### config.mk
export PLATFORM = sky130hd
export DESIGN_NAME = read_ram_controller
export DESIGN_NICKNAME = d
export VERILOG_FILES = /design/src/rtl/read_ram_controller_pkg.sv /design/src/rtl/read_ram_controller_byte_skid_fifo.sv /design/src/rtl/read_ram_controller.sv
export SDC_FILE = /design/constraint.sdc
export NUM_CORES = 1
export LEC_CHECK = 0
export CAP_MARGIN = 20
export CORE_MARGIN = 2
export CORE_UTILIZATION = 45
export DETAILED_ROUTE_END_ITERATION = 8
export HOLD_SLACK_MARGIN = 0.02
export PLACE_DENSITY = 0.69
export SLEW_MARGIN = 40
export SYNTH_ARGS = -nofsm -noshare
export SYNTH_HDL_FRONTEND = slang
export SYNTH_SLANG_ARGS = --single-unit
### constraint.sdc
create_clock -name clk -period 4.4 [get_ports clk]
set_input_delay 0.66 -clock clk [delete_from_list [all_inputs] [get_ports clk]]
set_output_delay 0.66 -clock clk [all_outputs]
set_load 0.03 [all_outputs]
### src/rtl/read_ram_controller_pkg.sv
// Shared definitions for the packet-buffer read/write controllers:
// FSM state encoding, default packet geometry and source-select encoding.
package read_ram_controller_pkg;

    localparam int HDR_SIZE_DEFAULT      = 50;
    localparam int ETH_DATA_SIZE_DEFAULT = 1280;
    localparam int ADDR_W_DEFAULT        = 11;

    typedef enum logic [1:0] {
        ST_IDLE  = 2'd0,
        ST_READ  = 2'd1,
        ST_DRAIN = 2'd2,
        ST_DONE  = 2'd3
    } ctrl_state_t;

    typedef enum logic {
        SRC_RAM = 1'b0,
        SRC_ROM = 1'b1
    } src_sel_t;

endpackage

### src/rtl/read_ram_controller_byte_skid_fifo.sv
// Two-entry byte FIFO kept as a shift pair: entry 0 is always the head,
// so the head byte cannot change while it waits to be popped.
module byte_skid_fifo (
    input  logic       clk,
    input  logic       reset,
    input  logic       push,
    input  logic [7:0] push_data,
    input  logic       pop,
    output logic [1:0] count,
    output logic [7:0] head
);

    logic [7:0] ent0_q, ent0_d;
    logic [7:0] ent1_q, ent1_d;
    logic [1:0] count_q, count_d;

    always_comb begin
        ent0_d  = ent0_q;
        ent1_d  = ent1_q;
        count_d = count_q;
        if (pop) begin
            ent0_d = ent1_q;
        end
        // On simultaneous push/pop the new byte lands behind whatever survives the pop
        case ({push, pop})
            2'b10: begin
                if (count_q == 2'd0) ent0_d = push_data;
                else                 ent1_d = push_data;
                count_d = count_q + 2'd1;
            end
            2'b01: count_d = count_q - 2'd1;
            2'b11: begin
                if (count_q == 2'd1) ent0_d = push_data;
                else                 ent1_d = push_data;
            end
            default: ;
        endcase
    end

    always_ff @(posedge clk or negedge reset) begin
        if (!reset) begin
            ent0_q  <= '0;
            ent1_q  <= '0;
            count_q <= '0;
        end else begin
            ent0_q  <= ent0_d;
            ent1_q  <= ent1_d;
            count_q <= count_d;
        end
    end

    assign count = count_q;
    assign head  = ent0_q;

    overflow_a: assert property (@(posedge clk) disable iff (!reset)
        !(push && !pop && count_q == 2'd2));
    underflow_a: assert property (@(posedge clk) disable iff (!reset)
        !(pop && count_q == 2'd0));

endmodule

### src/rtl/read_ram_controller.sv
// Streams a finished packet image (header then payload) out of the frame RAM
// or header ROM onto a valid/ready byte stream, hiding the 1-cycle read latency.
module read_ram_controller
    import read_ram_controller_pkg::*;
#(
    parameter int HDR_SIZE      = HDR_SIZE_DEFAULT,
    parameter int ETH_DATA_SIZE = ETH_DATA_SIZE_DEFAULT,
    parameter int ADDR_W        = ADDR_W_DEFAULT
) (
    input  logic              clk,
    input  logic              reset,
    input  logic              start,
    input  logic              use_rom,
    input  logic [7:0]        ram_dout,
    input  logic [7:0]        rom_dout,
    output logic [ADDR_W-1:0] ram_addr,
    output logic              ram_rd_en,
    output logic [7:0]        tx_data,
    output logic              tx_valid,
    input  logic              tx_ready,
    output logic              tx_first,
    output logic              tx_last,
    output logic              busy,
    output logic              done,
    output logic [1:0]        FSM_state
);

    localparam int TOTAL = HDR_SIZE + ETH_DATA_SIZE;
    localparam logic [ADDR_W-1:0] LAST_IDX = ADDR_W'(TOTAL - 1);

    ctrl_state_t       state_q, state_d;
    src_sel_t          src_q, src_d;
    logic [ADDR_W-1:0] rd_addr_q, rd_addr_d;
    logic [ADDR_W-1:0] tx_cnt_q, tx_cnt_d;
    logic              inflight_q, inflight_d;

    logic [1:0] fifo_count;
    logic [7:0] fifo_head;
    logic [7:0] src_byte;
    logic       fifo_empty;
    logic       pop;
    logic       fifo_push;
    logic       fifo_pop;
    logic [2:0] occupancy;

    // A byte still in flight counts as valid output: when the FIFO is empty the
    // read data bypasses it, which gives the 2-cycle start-to-valid latency.
    assign src_byte   = (src_q == SRC_ROM) ? rom_dout : ram_dout;
    assign fifo_empty = (fifo_count == 2'd0);
    assign tx_valid   = !fifo_empty || inflight_q;
    assign tx_data    = !fifo_empty ? fifo_head : (inflight_q ? src_byte : 8'h00);
    assign pop        = tx_valid && tx_ready;
    assign fifo_pop   = pop && !fifo_empty;
    assign fifo_push  = inflight_q && !(pop && fifo_empty);
    assign occupancy  = {1'b0, fifo_count} + {2'b00, inflight_q};

    assign ram_rd_en  = (state_q == ST_READ) && ((occupancy - {2'b00, pop}) < 3'd2);
    assign ram_addr   = ram_rd_en ? rd_addr_q : '0;
    assign tx_first   = tx_valid && (tx_cnt_q == '0);
    assign tx_last    = tx_valid && (tx_cnt_q == LAST_IDX);
    assign busy       = (state_q != ST_IDLE);
    assign done       = (state_q == ST_DONE);
    assign FSM_state  = state_q;

    byte_skid_fifo u_fifo (
        .clk       (clk),
        .reset     (reset),
        .push      (fifo_push),
        .push_data (src_byte),
        .pop       (fifo_pop),
        .count     (fifo_count),
        .head      (fifo_head)
    );

    always_comb begin
        state_d    = state_q;
        src_d      = src_q;
        rd_addr_d  = rd_addr_q;
        tx_cnt_d   = pop ? tx_cnt_q + 1'b1 : tx_cnt_q;
        inflight_d = ram_rd_en;
        if (ram_rd_en && rd_addr_q != LAST_IDX) begin
            rd_addr_d = rd_addr_q + 1'b1;
        end
        case (state_q)
            ST_IDLE: begin
                if (start) begin
                    state_d   = ST_READ;
                    src_d     = src_sel_t'(use_rom);
                    rd_addr_d = '0;
                    tx_cnt_d  = '0;
                end
            end
            ST_READ: begin
                if (ram_rd_en && rd_addr_q == LAST_IDX) state_d = ST_DRAIN;
            end
            ST_DRAIN: begin
                if (pop && tx_last) state_d = ST_DONE;
            end
            ST_DONE:  state_d = ST_IDLE;
            default:  state_d = ST_IDLE;
        endcase
    end

    always_ff @(posedge clk or negedge reset) begin
        if (!reset) begin
            state_q    <= ST_IDLE;
            src_q      <= SRC_RAM;
            rd_addr_q  <= '0;
            tx_cnt_q   <= '0;
            inflight_q <= 1'b0;
        end else begin
            state_q    <= state_d;
            src_q      <= src_d;
            rd_addr_q  <= rd_addr_d;
            tx_cnt_q   <= tx_cnt_d;
            inflight_q <= inflight_d;
        end
    end

endmodule
## Word-level counts from Yosys, hierarchy flattened

Index checks and enable logic that the tools add are counted.

- Flip-flop bits (word level): 44
- Input bits: 21
- Word-level logic and storage cells: 74

- $add $sub $neg: 6
- $lt $le $gt $ge: 1
- Equal/unequal tests: 15
- Multiplexer cells: 22
- Reductions and logical operators: 22

Operators with widths:

| operator | count |
|---|---|
| 2-to-1 mux 11 bit | 7 |
| 2-to-1 mux 8 bit | 8 |
| one-hot mux 8 bit (2 select lines) | 2 |
| adder 11 x 1 -> 11 bit (second input constant) | 2 |
| equality test 11 bit (second input constant) | 2 |
| logical NOT 11 bit | 1 |
| inequality test 11 bit (second input constant) | 1 |
| logical AND 1 bit | 10 |
| equality test 2 bit (second input constant) | 4 |
| inequality test 2 bit (second input constant) | 4 |
| one-hot mux 2 bit (4 select lines) | 1 |
| equality test 2 x 1 -> 1 bit (second input constant) | 3 |
| 2-to-1 mux 2 bit | 3 |
| AND reduction 3 bit | 2 |
| nonzero test 2 bit | 3 |
| logical NOT 2 bit | 2 |
| one-hot mux 2 bit (2 select lines) | 1 |
| adder 2 x 1 -> 3 bit | 1 |
| less-than comparator 3 x 2 -> 1 bit (second input constant) | 1 |
| subtractor 3 x 1 -> 3 bit | 1 |
| adder 2 x 1 -> 2 bit (second input constant) | 1 |
| logical NOT 1 bit | 2 |
| inequality test 2 x 1 -> 1 bit (second input constant) | 1 |
| AND reduction 2 bit | 1 |
| other kinds (2) | 2 |

## Depth between registers and ports, before layout

- Depth in word-level cells: 11
- Gate-level depth with buffers: 13
- Mapped depth without buffers: 12

## Modules after synthesis

Synthesis repeated with hierarchy kept, for this count alone.

- Cell total of the unflattened synthesis: 281
- Area, all modules: 2707.6 µm²

By module, submodules not included:

| module | instances | cells each | area each (µm²) | sequential area each (µm²) |
|---|---|---|---|---|
| read_ram_controller | 1 | 210 | 1805.5 | 650.6 |
| byte_skid_fifo | 1 | 71 | 902.1 | 450.4 |

## Worst setup path after synthesis

OpenSTA, ideal clock, no wires.

- Kind: register to output
- Start: reg u_fifo.count_q[1] (netlist: u_fifo.count[1])
- End: out ram_addr[0]
- Arrival time: 3.336 ns
- Data required time: 3.740 ns
- Path slack: 0.404 ns
- Cell stages (with the launch flop): 13
- Cells stage by stage: dfrtp_1 inv_1 ha_1 nand2b_4 and2_1 clkbuf_1 ha_1 nand2b_1 fa_1 xor2_2 nor2_2 clkbuf_1 and2_1

- Longest elaborated chain between the ends: 8
- Elaborated cells between the ends (all ways): 9

RTL lines:

| what | RTL line | text |
|---|---|---|
| start: declaration | read_ram_controller_byte_skid_fifo.sv:15 | `logic [1:0] count_q, count_d;` |
| start signal: assignment | read_ram_controller_byte_skid_fifo.sv:48 | `count_q <= count_d;` |
| logical NOT 2 bit | read_ram_controller.sv:49 | `assign fifo_empty = (fifo_count == 2'd0);` |
| logical NOT 1 bit | read_ram_controller.sv:50 | `assign tx_valid = !fifo_empty \|\| inflight_q;` |
| logical OR 1 bit | read_ram_controller.sv:50 |  |
| via tx_valid | read_ram_controller.sv:19 | `output logic tx_valid,` |
| logical AND 1 bit | read_ram_controller.sv:52 | `assign pop = tx_valid && tx_ready;` |
| subtractor 3 x 1 -> 3 bit | read_ram_controller.sv:57 | `assign ram_rd_en = (state_q == ST_READ) && ((occupancy - {2'b00, pop}) < 3'd2);` |
| less-than comparator 3 x 2 -> 1 bit | read_ram_controller.sv:57 |  |
| logical AND 1 bit | read_ram_controller.sv:57 |  |
| via ram_rd_en | read_ram_controller.sv:17 | `output logic ram_rd_en,` |
| 2-to-1 mux 11 bit | read_ram_controller.sv:58 | `assign ram_addr = ram_rd_en ? rd_addr_q : '0;` |
| end: declaration | read_ram_controller.sv:16 | `output logic [ADDR_W-1:0] ram_addr,` |

The timed path passes the listed nets, and every way through them passes these cells.

## Final worst setup path

- Start: reg u_fifo.count_q[1] (netlist: u_fifo.count[1])
- End: out ram_addr[1]

- Longest elaborated chain between the ends: 8
- Elaborated cells between the ends (all ways): 9

RTL lines:

| what | RTL line |
|---|---|
| logical NOT 2 bit | read_ram_controller.sv:49 |
| logical NOT 1 bit | read_ram_controller.sv:50 |
| logical OR 1 bit | read_ram_controller.sv:50 |
| logical AND 1 bit | read_ram_controller.sv:52 |
| subtractor 3 x 1 -> 3 bit * | read_ram_controller.sv:57 |
| less-than comparator 3 x 2 -> 1 bit * | read_ram_controller.sv:57 |
| logical AND 1 bit * | read_ram_controller.sv:57 |
| 2-to-1 mux 11 bit * | read_ram_controller.sv:58 |

Mark *: on every way between the ends. The rest lies on a longest branch, timed or not.

==> qor.yml <==
critPathLaunch: "u_fifo.count[1]"
path_clk_slew_ns: 0.08
critPathMostFrequentCell: "ha_1"
synth-seq-area-share: 0.423
crit_family: "adder cells"
swShare: 0.428
routed_wl_um: 5200
avgViaCountPerCell: 5.23
power.leakage_uw: 0.00149
async_flop_share: 1.00
tns_ns: 0
avgSynthCellArea_um2: 9.42
post_cts_resized: 0
reg2reg_slack_ns: 1.11
layout-drive-gt1-share: 0.111
timing.fmax_mhz: 247
cp_max_fo: 6
grt_usage: 0.177
ant_nets: 0
cts_setup_buffers: 0
io_buffers: 47
overflow: 0
drc_errors: 0
synthCells: 276
p_switching_uw: 767
grt_start_max_net_pins: 45
htree_levels: 2
cts_buffers: 5
maxCapViolations: 0
area_growth_pct: 23.0
post-route-period-util: 0.920
cts.hold.buffers_added: 0
syn_area_um2: 2600
finalNetCount: 357
gp_congestion: 0.816
ys_types: 43
cts_sinks: 44
critPathCaptureType: "primary output"
antenna_found_initial: 0
r2r_cells: 13
ir_drop_mv: 0.355
fin_ws_ns: 0.352
die_w_um: 80.0
power_frac_clock: 0.146
route.vias.total: 2065
critPathBufInv: 2
core_um2: 5540
crit_path_start_kind: "register"
synth.area.top_cells: "dfrtp_1 42%, mux2i_1 6.9%, ha_1 6.3%"
rows: 27
finalSetupViolations: 0
synth_ff_type: "dfrtp_1"
synth_top_area_share: 0.423
rsz0062_at_grt: "false"
finalMaxSlewViolations: 0
diodes: 0
die-area_um2: 6400
p_seq_frac: 0.351
first_global_vias: 1945
clock_skew_ns: 0.00691
holdWs_ns: 0.357
cts_tree: "built"
cp.arrival_ns: 3.39
wl_per_cell_um: 13.2
slowest_stage: "clkdlybuf4s50_1"
hpwlAfterDp_um: 3740
cp_slowest_stage_delay_ns: 0.70
initialDrtViolationCount: 112
clock-root-buffer: "clkbuf_8"
ys_ff_latch: 44
worst_pin_slew_ns: 0.700
cp_num_cells: 10
yosys_warnings: 0
pwr-share-comb: 0.503
pin_count: 48
dpl_worst_slack_ns: 0.411
min-delay-path-class: "input pin to asynchronous set/reset pin"
grt_pass1_wl_um: 8850
power_density_nw_per_um2: 560
dr.pass1.iters: 4
critical_path_class: "register to primary output"
crit_end: "ram_addr[1]"
r2r_start: "u_fifo.count[1]"
initial_core_util: 0.470
die_h_um: 80.0
path_cells: "inv_1 > ha_1 > nand2b_4 > and2_1 > ha_1 > nand2b_1 > fa_1 > xor2_2 > nor3_1 > clkdlybuf4s50_1"
r2r-end: "rd_addr_q[3]"
fillers: 499
hold_violations: 0
synth_nets: 311
critical_path_required_ns: 3.74
clk_latency_ns: 0.30
intPower_uw: 1020
clock_path_buffers: 2
fin_crit_ns: 4.05
synth_edf_count: 0
synth_area_leader_cell: "dfrtp_1"
relSlewSlack: 0.533
status: "complete, no violations"
## registers in the layout (all words and copies together), names as in the netlist
name	cells
u_fifo.count	2
FSM_state	2
u_fifo.head	8
src_q	1
inflight_q	1
u_fifo.ent1_q	8
rd_addr_q	11
tx_cnt_q	11
## cell type report
| cell class | instances | area (um^2) | share of cell area |
|---|---|---|---|
| sequential | 44 | 1100 | 0.344 |
| multi-input combinational | 201 | 1380 | 0.431 |
| clock inverter | 2 | 10.0 | 0.00313 |
| inverter | 20 | 75.1 | 0.0235 |
| tap | 72 | 90.1 | 0.0282 |
| clock buffer | 6 | 82.6 | 0.0258 |
| timing repair buffer | 50 | 463 | 0.145 |
## how the worst min path moves through the flow
stage,slack (ns),to,start,depth (start not counted)
6_report,0.36,FSM_state[0],reset,1
5_1_grt,0.39,rd_addr_q[7],reset,1
4_1_cts,0.37,FSM_state[1],reset,1
3_5_place_dp,0.47,u_fifo.ent1_q[6],u_fifo.ent1_q[6],2
3_3_place_gp,0.47,u_fifo.ent1_q[2],u_fifo.ent1_q[2],2
2_1_floorplan,0.36,FSM_state[0],reset,0
## synthesized netlist by cell type, drive strengths merged, types with 2 or more instances
cell type	n
dfrtp	44
nor2	35
nand2	27
inv	20
mux2i	18
ha	13
and2	12
a21oi	11
o21ai	11
xor2	11
xnor2	10
nand3	8
o22ai	8
clkbuf	7
nor3	7
nand4	6
and3	5
buf	4
and4	2
mux2	2
nand2b	2
nor4	2
nor4b	2
## cells in the final DEF (no fill, tap or decap), types with 11 or more instances in the layout
master	count
dfrtp_1	44
clkdlybuf4s50_1	35
nor2_1	33
nand2_1	27
inv_1	20
mux2i_1	18
buf_4	15
ha_1	13
and2_1	11
o21ai_0	11
## metal layers
metal	global-route usage	vias up	wire length, um
met5	0	-	0
met4	0.0797	0	91
met2	0.283	46	2540
met3	0.0396	9	220
met1	0.227	988	2350
li1	-	1022	-
## cells by family after synthesis
kind of cell,after synthesis,share of synthesized area
buffers and inverters,31,0.0476
XOR/XNOR,21,0.0736
multiplexers,20,0.0779
adder cells (fa/ha/maj),14,0.0702
AO/OA/AOI/OAI,33,0.0736
AND/OR/NAND/NOR,113,0.234
flip-flops,44,0.423
## power groups by stage
stage | Combinational (uW) | Sequential, uW | Clock (uW)
2_1_floorplan | 663 | 609 | 0
3_3_place_gp | 892 | 636 | 0
3_5_place_dp | 909 | 639 | 0
4_1_cts | 914 | 632 | 270
5_1_grt | 1010 | 648 | 289
6_report | 901 | 628 | 262
## metrics by stage
step           instances  total power (uW)  utilization  area [um^2]
6_report             395              1790        0.577         3200
3_5_place_dp         387              1550        0.561         3110
3_3_place_gp         387              1530        0.560         3100
2_1_floorplan        276              1270            -         2600
5_1_grt              395              1940        0.577         3200
4_1_cts              395              1820        0.577         3200
No activity file was read; power rests on OpenSTA's default activity.
==> patch 1, RTL diff (same flow settings) <==
`ADDR_W_DEFAULT`: 11 -> 10.
--- a/src/rtl/read_ram_controller_pkg.sv
+++ b/src/rtl/read_ram_controller_pkg.sv
@@ -4,7 +4,7 @@
 
     localparam int HDR_SIZE_DEFAULT      = 50;
     localparam int ETH_DATA_SIZE_DEFAULT = 1280;
-    localparam int ADDR_W_DEFAULT        = 11;
+    localparam int ADDR_W_DEFAULT        = 10;
 
     typedef enum logic [1:0] {
         ST_IDLE  = 2'd0,
Ports: changed (resized ram_addr); port bits go from 48 to 47. No check against the original RTL was run, so the function may have changed too.
==> patch 1 against the original RTL <==
Sequential cell count is 2 lower. Core utilization rose by 0.64 points. Area after synthesis is 5.0% lower. Final area fell by 5.0%. Non-clock buffer count is 2 lower. Total power rose by 15%. Routed wire length shrank 3.3%. Final cell count fell by 5.3%. Critical endpoint is now ram_addr[2]. Sequential share of layout area grew 0.17 points. Worst setup slack improved by 0.081 ns.
==> patch 1: results (changes against the original RTL) <==
initial DRC count -> 73 (-35%)
global-route wire length before repair -> 8.89 mm (+0.40%)
met1 Use GR -> 24.0% (+1.3 points)
number of nets in the layout -> 338 (-5.3%)
GR Util All Layers -> 18.2% (+0.50 points)
Worst EP arrival -> 3.31 ns (-0.08 ns)
sequential cell area fraction in the yosys report -> 42.5% (+0.18 points)
Leak -> 1.36 nW (-8.6%)
HPWL Detailed -> 3.59 mm (-4.0%)
Post-Synth Adder-Cell Area -> 7.39% (+0.37 points)
post-synthesis compound-gate area fraction -> 9.26% (+1.9 points)
M2 GR Usage -> 29.9% (+1.6 points)
status -> finished clean
Synth cell types -> 41 (-4.7%)
syn_nets -> 296 (-4.8%)
Seq. pwr -> 0.682 mW (+8.6%)
metal2 WL -> 2.41 mm (-5.2%)
slew margin rel. -> 53.7% (+0.41 points)
Placement Setup Slack -> 0.428 ns (+0.0168 ns)
GP Congestion -> 0.890 (+9.2%)
top cells by count, synth -> 42 x dfrtp_1, 30 x nand2_1, 20 x nor2_1
largest net degree at the start of global routing -> 43 (-4.4%)
xor/xnor cell area share of the yosys netlist -> 5.67% (-1.7 points)
GRT met3 Usage -> 3.68% (-0.28 points)
Clock power frac -> 12.6% (-2.0 points)
[patch 1: changes by cell type after synthesis, sizes merged, moves of 3 or more]
cell    delta
clkbuf     +3
nor2      -15
o21ai     +11
or3        +3
a21oi      -4
mux2i      -8
nand2      +3
and3       +6
xnor2      -6
mux2       +9
nor3       -7
and2       -7
[patch 1: metrics by stage]
step	power, mW	utilization (%)	hold WS [ns]	instances
after detailed placement	1.81	56.6	0.472	366
after global routing	2.24	58.4	0.386	374
after CTS	2.08	58.4	0.367	374
after floorplan	1.47	-	0.364	261
final	2.06	58.4	0.334	374
after global placement	1.79	56.6	0.460	366
[patch 1: path summary, 6_finish.rpt]
check	from	slack (ns)	depth (start not counted)	endpoint
worst max register to register	u_fifo.count[1]$_DFFE_PN0P_	0.83	13	rd_addr_q[8]$_DFF_PN0_
worst max-delay path	tx_ready	0.43	8	ram_addr[2]
worst min-delay path	reset	0.33	1	u_fifo.head[4]$_DFF_PN0_
min in group clk	u_fifo.ent1_q[6]$_DFFE_PN0P_	0.49	2	u_fifo.ent1_q[6]$_DFFE_PN0P_
max in group asynchronous	reset	3.68	1	rd_addr_q[8]$_DFF_PN0_
worst min register to register	u_fifo.ent1_q[6]$_DFFE_PN0P_	0.49	2	u_fifo.ent1_q[6]$_DFFE_PN0P_
[patch 1: layout make-up]
class / instances / area, µm²
clock inverter: 1 / 5.00
inverter: 18 / 67.6
tap: 70 / 87.6
clock buffer: 7 / 86.3
sequential: 42 / 1050
fill: 471 / 2170
timing repair buffer: 48 / 445
multi-input combinational: 188 / 1300
[patch 1: critical path, cell delays in order]
cell,delay [ns]
clkdlybuf4s50_1,0.60
and2_1,0.31
ha_1,0.27
nand2b_1,0.15
fa_1,0.50
and2_1,0.29
and3_1,0.31
buf_4,0.20
==> patch 2, RTL diff (same flow settings) <==
Made on the original files. Take the reset off `rd_addr_q` and load it in a clocked block of its own.
--- a/src/rtl/read_ram_controller.sv
+++ b/src/rtl/read_ram_controller.sv
@@ -105,16 +105,18 @@
         if (!reset) begin
             state_q    <= ST_IDLE;
             src_q      <= SRC_RAM;
-            rd_addr_q  <= '0;
             tx_cnt_q   <= '0;
             inflight_q <= 1'b0;
         end else begin
             state_q    <= state_d;
             src_q      <= src_d;
-            rd_addr_q  <= rd_addr_d;
             tx_cnt_q   <= tx_cnt_d;
             inflight_q <= inflight_d;
         end
     end
 
+    always_ff @(posedge clk) begin
+        rd_addr_q <= rd_addr_d;
+    end
+
 endmodule
Formal check against the unedited RTL: no difference found for any inputs over 10 cycles, from zero or initial values and one cycle with reset low; that may be too few to reach the edited logic, so the function may still have changed.
==> patch 2 against the original RTL <==
Final area down 1.4%. Via count down 1.9%. First-iteration DRC count down 45%. Clock power up 3%. Largest cell class unchanged. Routed wire length up 0.92%. Sequential cell count unchanged. Synthesized cell count unchanged. Core utilization down 0.087 points. Area after synthesis down 2.1%. Worst setup slack worse by 0.060 ns. Non-clock buffer count up 1. Sequential power up 0.8%. Total power up 1.2%.
==> patch 2: results (changes against the original RTL) <==
fin cells -> 396 (+0.25%)
syn_nets -> 311 (unchanged)
average size of a mapped cell -> 9.23 µm² (-2.1%)
largest net degree at the start of global routing -> 34 (-24%)
Worst EP arrival -> 3.45 ns (+0.06 ns)
placed cells -> 388 (+0.26%)
WL/cell -> 13.3 µm (+0.67%)
portion of netlist area occupied by mux cells -> 7.96% (+0.17 points)
top cells by count, synth -> 33 x dfrtp_1, 33 x nor2_1, 27 x nand2_1
Antenna Cells -> 0 (unchanged)
hold_sp -> u_fifo.ent1_q[0]$_DFFE_PN0P_
HPWL Detailed -> 3.80 mm (+1.7%)
Worst-Margin Slew -> 0.711 ns (+0.0109 ns)
hold crit path type -> reg -> reg
GR Util All Layers -> 18.4% (+0.73 points)
Post-CTS Repair Setup Buffers -> 0 (unchanged)
worst reg2reg endpoint -> FSM_state[1]$_DFFE_PN0P_
CTS Buf Count -> 5 (unchanged)
ys async rst share -> 75.0% (-25 points)
global-route wire length before repair -> 9.15 mm (+3.4%)
worst-path fanout max -> 6 (unchanged)
# port buffers -> 47 (unchanged)
Post-Synth Adder-Cell Area -> 7.17% (+0.15 points)
Leak -> 1.42 nW (-4.4%)
R2R depth -> 12 (-1)
Clock power frac -> 14.9% (+0.3 points)
sw power -> 0.783 mW (+2.1%)
proportion of layout cells with a drive suffix above 1 -> 10.8% (-0.34 points)
Layout Skew -> 0.00566 ns (-0.00125 ns)
sequential cell area fraction in the yosys report -> 41.1% (-1.2 points)
Seq. pwr -> 0.633 mW (+0.8%)
xor/xnor cell area share of the yosys netlist -> 7.52% (+0.16 points)
routed vias -> 2025 (-1.9%)
clock latency on the worst-skew pair -> 0.30 ns (about the same)
top cells by area, synth -> dfrtp_1 32%, dfxtp_1 8.6%, mux2i_1 7.1%
number of nets in the layout -> 358 (+0.28%)
r2r setup slk -> 1.21 ns (+0.10 ns)
Synth cell types -> 44 (+2.3%)
status -> finished clean
GP Congestion -> 0.859 (+5.3%)
post-synthesis compound-gate area fraction -> 7.52% (+0.16 points)
Clock Path Buffers -> 2 (unchanged)
initial DRC count -> 62 (-45%)
Yosys warnings -> 0 (unchanged)
Peak supply drop -> 0.000222 V (-38%)
Power Dens Cells -> 574 nW/µm² (+2.6%)
-- patch 2: per-stage QoR --
stage,util (%),cell area (µm²),setup slack [ns],hold slack (ns)
detailed placement,55.9,3060,0.373,0.471
floorplan,-,2550,0.404,0.364
CTS,57.7,3160,0.254,0.492
global placement,55.9,3060,0.391,0.463
global route,57.7,3160,0.0433,0.528
finish,57.7,3160,0.292,0.487
-- patch 2: area by class of cell --
class | count | area (µm²)
fill | 518 | 2320
multi-input combinational | 201 | 1380
sequential | 44 | 1050
timing repair buffer | 51 | 473
tap | 72 | 90.1
clock buffer | 7 | 86.3
inverter | 20 | 75.1
clock inverter | 1 | 7.51
-- patch 2: metal layers --
metal	vias up	track usage (%)	routed length [µm]
li1	1025	-	-
met3	7	3.41	144
met5	-	0	0
met2	27	30.5	2560
met1	966	24.0	2470
met4	0	6.72	76
